`src/rtl/sel_n_pipe.sv`:
```
// sel_n_pipe: lane selector with a one-cycle registered output and a skid slot so in_ready has no path from out_ready.
module sel_n_pipe #(
  parameter int WIDTH = 32,
  parameter int NUM_IN = 4,
  parameter int SEL_MODE = 0,
  localparam int SELW = SEL_MODE != 0 ? NUM_IN : ($clog2(NUM_IN) > 1 ? $clog2(NUM_IN) : 1)
) (
  input  logic                    clk,
  input  logic                    rst,
  input  logic                    in_valid,
  output logic                    in_ready,
  input  logic [SELW-1:0]         sel,
  input  logic [NUM_IN*WIDTH-1:0] in_data,
  output logic                    out_valid,
  input  logic                    out_ready,
  output logic [WIDTH-1:0]        out_data,
  output logic                    out_err
);
  typedef enum logic [1:0] {EMPTY, MAIN, FULL} state_t;
  state_t state_q, state_d;
  logic [WIDTH:0] main_q, main_d, skid_q, skid_d;
  logic [WIDTH-1:0] res_data;
  logic res_err, in_ready_q, in_fire, out_fire;
  if (SEL_MODE != 0) begin : g_oh
    always_comb begin
      res_data = '0;
      for (int k = 0; k < NUM_IN; k++)
        if (sel[k]) res_data = res_data | in_data[k*WIDTH +: WIDTH];
    end
    assign res_err = $countones(sel) != 1;
  end else begin : g_bin
    always_comb begin
      res_data = '0;
      for (int k = 0; k < NUM_IN; k++)
        if (int'(sel) == k) res_data = in_data[k*WIDTH +: WIDTH];
    end
    assign res_err = int'(sel) >= NUM_IN;
  end
  assign in_ready  = in_ready_q;
  assign out_valid = state_q != EMPTY;
  assign in_fire   = in_valid & in_ready_q;
  assign out_fire  = out_valid & out_ready;
  assign out_data  = out_valid ? main_q[WIDTH-1:0] : '0;
  assign out_err   = out_valid & main_q[WIDTH];
  always_comb begin
    state_d = state_q;
    main_d = main_q;
    skid_d = skid_q;
    case (state_q)
      EMPTY: if (in_fire) begin
        state_d = MAIN;
        main_d = {res_err, res_data};
      end
      MAIN: if (in_fire && out_fire) main_d = {res_err, res_data};
      else if (in_fire) begin
        state_d = FULL;
        skid_d = {res_err, res_data};
      end else if (out_fire) state_d = EMPTY;
      FULL: if (out_fire) begin
        state_d = MAIN;
        main_d = skid_q;
      end
      default: state_d = EMPTY;
    endcase
  end
  always_ff @(posedge clk) begin
    if (rst) begin
      state_q <= EMPTY;
      main_q <= '0;
      skid_q <= '0;
      in_ready_q <= 1'b0;
    end else begin
      state_q <= state_d;
      main_q <= main_d;
      skid_q <= skid_d;
      in_ready_q <= state_d != FULL;
    end
  end
endmodule

```
`config.mk`:
```
export PLATFORM = sky130hd
export DESIGN_NAME = sel_n_pipe
export DESIGN_NICKNAME = d
export VERILOG_FILES = /design/src/rtl/sel_n_pipe.sv
export SDC_FILE = /design/constraint.sdc
export NUM_CORES = 1
export LEC_CHECK = 0
export CAP_MARGIN = 15
export CORE_MARGIN = 2
export CORE_UTILIZATION = 47
export DETAILED_ROUTE_END_ITERATION = 16
export PLACE_DENSITY = 0.95
export SLEW_MARGIN = 15
export SYNTH_ARGS = -nofsm -noshare
export SYNTH_HDL_FRONTEND = slang
export SYNTH_SLANG_ARGS = --single-unit
```
`constraint.sdc`:
```
create_clock -name clk -period 2.62 [get_ports clk]
set_input_delay 0.524 -clock clk [delete_from_list [all_inputs] [get_ports clk]]
set_output_delay 0.524 -clock clk [all_outputs]
set_load 0.01 [all_outputs]
```
==> results by group <==
Global route
  – Overall routing resource usage: 25.2%
  – Largest net degree at the start of global routing: 76
  – Initial antenna violation count: 0
  – First-pass GRT wire length: roughly 20,000 um
  – Vias in the first global route: 4,267
  – Total grt overflow: 0

Setup path
  – Critical path cell sequence: nor2_2, buf_4, nor2b_1, clkdlybuf4s50_1
  – Critical path's largest stage delay: 0.57 ns
  – Top Family by Delay on Critical Path: buffers and inverters
  – Worst Setup End Kind: output pin
  – R2r setup slk: between 0.7 and 0.8 ns
  – Crit path DAT: around 1.9 ns
  – WP buf/inv: 2
  – Slowest cell on the critical path: clkdlybuf4s50_1
  – Critical path fanouts, max: 13
  – Setup crit start kind: register
  – CP required: between 2 and 2.5 ns
  – CP Class: reg -> out

Detailed routing
  – Routed WL: about 12,000 um
  – Top Metal Used: met4
  – M1 WL: roughly 5000 um
  – DRC: 0
  – Met3 wire length: around 900 um
  – WL met2: approximately 6400 um
  – Routed Antenna Nets: 0
  – TritonRoute pass-1 iters: 5
  – DR WL/cell: between 15 and 20 um
  – Routed vias: about 4,200
  – Number of vias per cell: slightly below 6
  – Detailed Route Iter0 Violations: about 150

Logic synthesis
  – Syn Inst Count: between 400 and 500
  – Sequential area share after synthesis: between 30% and 40%
  – Mapped Avg Cell Area: 9.15 sq um
  – Netlist cell types: 28
  – Syn nets: between 500 and 600
  – Mapped cell area: approximately 4200 sq um
  – Yosys synthesis warning count: 0
  – #FFs+latches synth: between 60 and 70

Placed design
  – IO Port Bufs: ~170
  – DP HPWL: slightly above 9000 um
  – Final GP Congestion: approximately 0.81

Clocking
  – Worst-Skew Late Latency: roughly 0.35 ns
  – CTS HTree Levels: 3
  – Setup bufs post-CTS: 0
  – Clock Sinks: 67
  – CTS tree: done
  – Clock Tree Buf Depth: 2
  – Cts hold-fix bufs: 0
  – CTS clk-pin slew, worst paths: 0.07 ns
  – Clock root cell: clkbuf_8
  – TritonCTS Buffers: 9
  – CTS resizes: 0

Floorplanning
  – Die area: between 9000 and 10,000 sq um
  – Die outline height: a little under 100 um
  – Initial Util: about half
  – Die span in x: 98.6 um
  – Core outline area: a little under 9000 sq um
  – Ports: ~170
  – Num rows: 34

Cells and area
  – # fillers: ~640
  – Antenna cells: 0
  – Share of cells above drive strength 1: around 7.3%
  – Area of the multi-input gates: approximately 2600 sq um
  – Area Overhead vs Synth: 47.5%
  – Register area: between 1000 and 1500 sq um
  – Nets: between 700 and 800

STA
  – Unrepaired setup endpoints after global routing: no
  – Fin crit share: between 90% and 100%
  – Minimum clock period: roughly 2.4 ns
  – Setup_tns: 0 ns
  – Final Hold Fails: 0
  – Fmax: about 420 MHz
  – Worst-Margin Slew: roughly 0.86 ns
  – Final setup fails: 0
  – Worst hold slack: around 0.48 ns
  – Max-slew headroom: a little over two fifths
  – Final Max Tran Viols: 0
  – Skew final: ~0.012 ns

Run status
  – Status: finished clean

Power
  – Total leakage power: approximately 2.4 nW
  – Worst vdd ir: approximately 330 uV
  – PwrDens: between 400 and 500 nW/um^2

Flow run
  – Max-cap violations: 0

Worst hold path
  – Min-delay worst type: reg -> reg
[power breakdown]
group	switching (mW)	internal [mW]
sequential	0.0253	1.07
combinational	0.296	0.383
clock	0.398	0.656
total	0.719	2.10
[worst register-to-register path, cell delays in order, from the launching register on]
cell	delay, ns
dfxtp_1	0.36
buf_4	0.20
nor2b_4	0.20
buf_12	0.29
nor3b_1	0.14
a2111oi_1	0.47
nor3_1	0.11
[cell families (layout without fill, tap and decap cells)]
family | after synthesis | count (layout) | share of synthesized area [%]
other cells | 1 | 1 | 0.0891
flops | 67 | 67 | 31.9
simple gates | 175 | 175 | 23.1
mux | 97 | 97 | 23.1
compound gates | 69 | 69 | 15.3
buf+inv | 51 | 204 | 6.57
[sequential cells by signal, summed over array words and instances (netlist names)]
signal	flops
main_q	32
state_q	2
skid_q	32
in_ready	1
[Yosys cell counts]
master	number	area share [%]
nor2b_4	1	0.33
buf_4	4	0.71
conb_1	1	0.089
nand3b_1	1	0.18
clkbuf_2	2	0.24
a31oi_1	1	0.15
nor3b_1	32	5.7
a2111oi_0	5	1.0
a2111oi_1	26	6.2
buf_2	18	2.1
nor2b_1	33	4.9
dfxtp_1	67	32
o22a_1	1	0.21
clkbuf_1	20	1.8
nor2b_2	1	0.21
nor3_1	66	7.9
nor2_1	37	3.3
nor4_2	1	0.30
o31a_1	1	0.21
o31ai_2	1	0.30
nand2_1	2	0.18
inv_1	1	0.089
mux2i_1	97	23
o21a_1	1	0.18
a22o_1	32	6.7
buf_6	6	1.6
nand2b_1	1	0.15
a2111oi_2	1	0.36
[per-stage QoR]
| step | worst slack, ns | util, % | cell area (sq um) | std cells | total power [mW] |
|---|---|---|---|---|---|
| finish | 0.239 | 71.2 | 6210 | 721 | 2.82 |
| global route | 0.152 | 71.2 | 6210 | 721 | 2.95 |
| CTS | 0.232 | 71.2 | 6210 | 721 | 2.83 |
| detailed placement | 0.252 | 68.4 | 5970 | 705 | 1.79 |
| global placement | 0.334 | 68.4 | 5970 | 705 | 1.76 |
| floorplan | 0.836 | - | 4210 | 460 | 1.46 |
[cell type report]
| type | count | share of cell area [%] |
|---|---|---|
| Multi-Input combinational cell | 342 | 42.1 |
| Tap cell | 108 | 2.18 |
| Clock buffer | 11 | 2.28 |
| Sequential cell | 67 | 21.6 |
| Inverter | 1 | 0.0605 |
| Clock inverter | 5 | 1.61 |
| Timing Repair Buffer | 187 | 30.2 |
[placed cells by master, fill, tap and decap left out]
| cell | synthesis | layout |
|---|---|---|
| clkdlybuf4s50_1 | 0 | 164 |
| mux2i_1 | 97 | 97 |
| dfxtp_1 | 67 | 67 |
| nor3_1 | 66 | 66 |
| nor2_1 | 37 | 35 |
| nor2b_1 | 33 | 33 |
| a22o_1 | 32 | 32 |
| nor3b_1 | 32 | 32 |
| a2111oi_1 | 26 | 26 |
| buf_4 | 4 | 17 |
| clkbuf_8 | 0 | 10 |
| a2111oi_0 | 5 | 5 |
| buf_12 | 0 | 5 |
| bufinv_16 | 0 | 3 |
| nor2_2 | 0 | 2 |
| nand2_1 | 2 | 2 |
| clkinv_2 | 0 | 2 |
| inv_1 | 1 | 1 |
| nand2b_1 | 1 | 1 |
| nor4_4 | 0 | 1 |
| nor2b_4 | 1 | 1 |
| nor2b_2 | 1 | 1 |
| nand3b_1 | 1 | 1 |
| o31a_1 | 1 | 1 |
| o31ai_4 | 0 | 1 |
| a2111oi_2 | 1 | 1 |
| o21a_1 | 1 | 1 |
| o22a_1 | 1 | 1 |
| a31oi_1 | 1 | 1 |
| conb_1 | 1 | 1 |
| clkbuf_1 | 20 | 1 |
| buf_2 | 18 | 1 |
[final timing paths]
| check | start | end | cells past startpoint |
|---|---|---|---|
| setup reg to reg | state_q[1] | main_q[17] | 6 |
| hold / removal | skid_q[31] | skid_q[31] | 1 |
| setup / recovery | state_q[0] | out_data[31] | 4 |
| hold reg to reg | skid_q[31] | skid_q[31] | 1 |
[routing by layer]
metal / up-vias / global-route usage, %
met4: 0 / 9.91
met5: - / 0
met1: 1955 / 29.0
li1: 2014 / -
met2: 188 / 45.6
met3: 22 / 4.96
(Power assumes the default switching activity.)
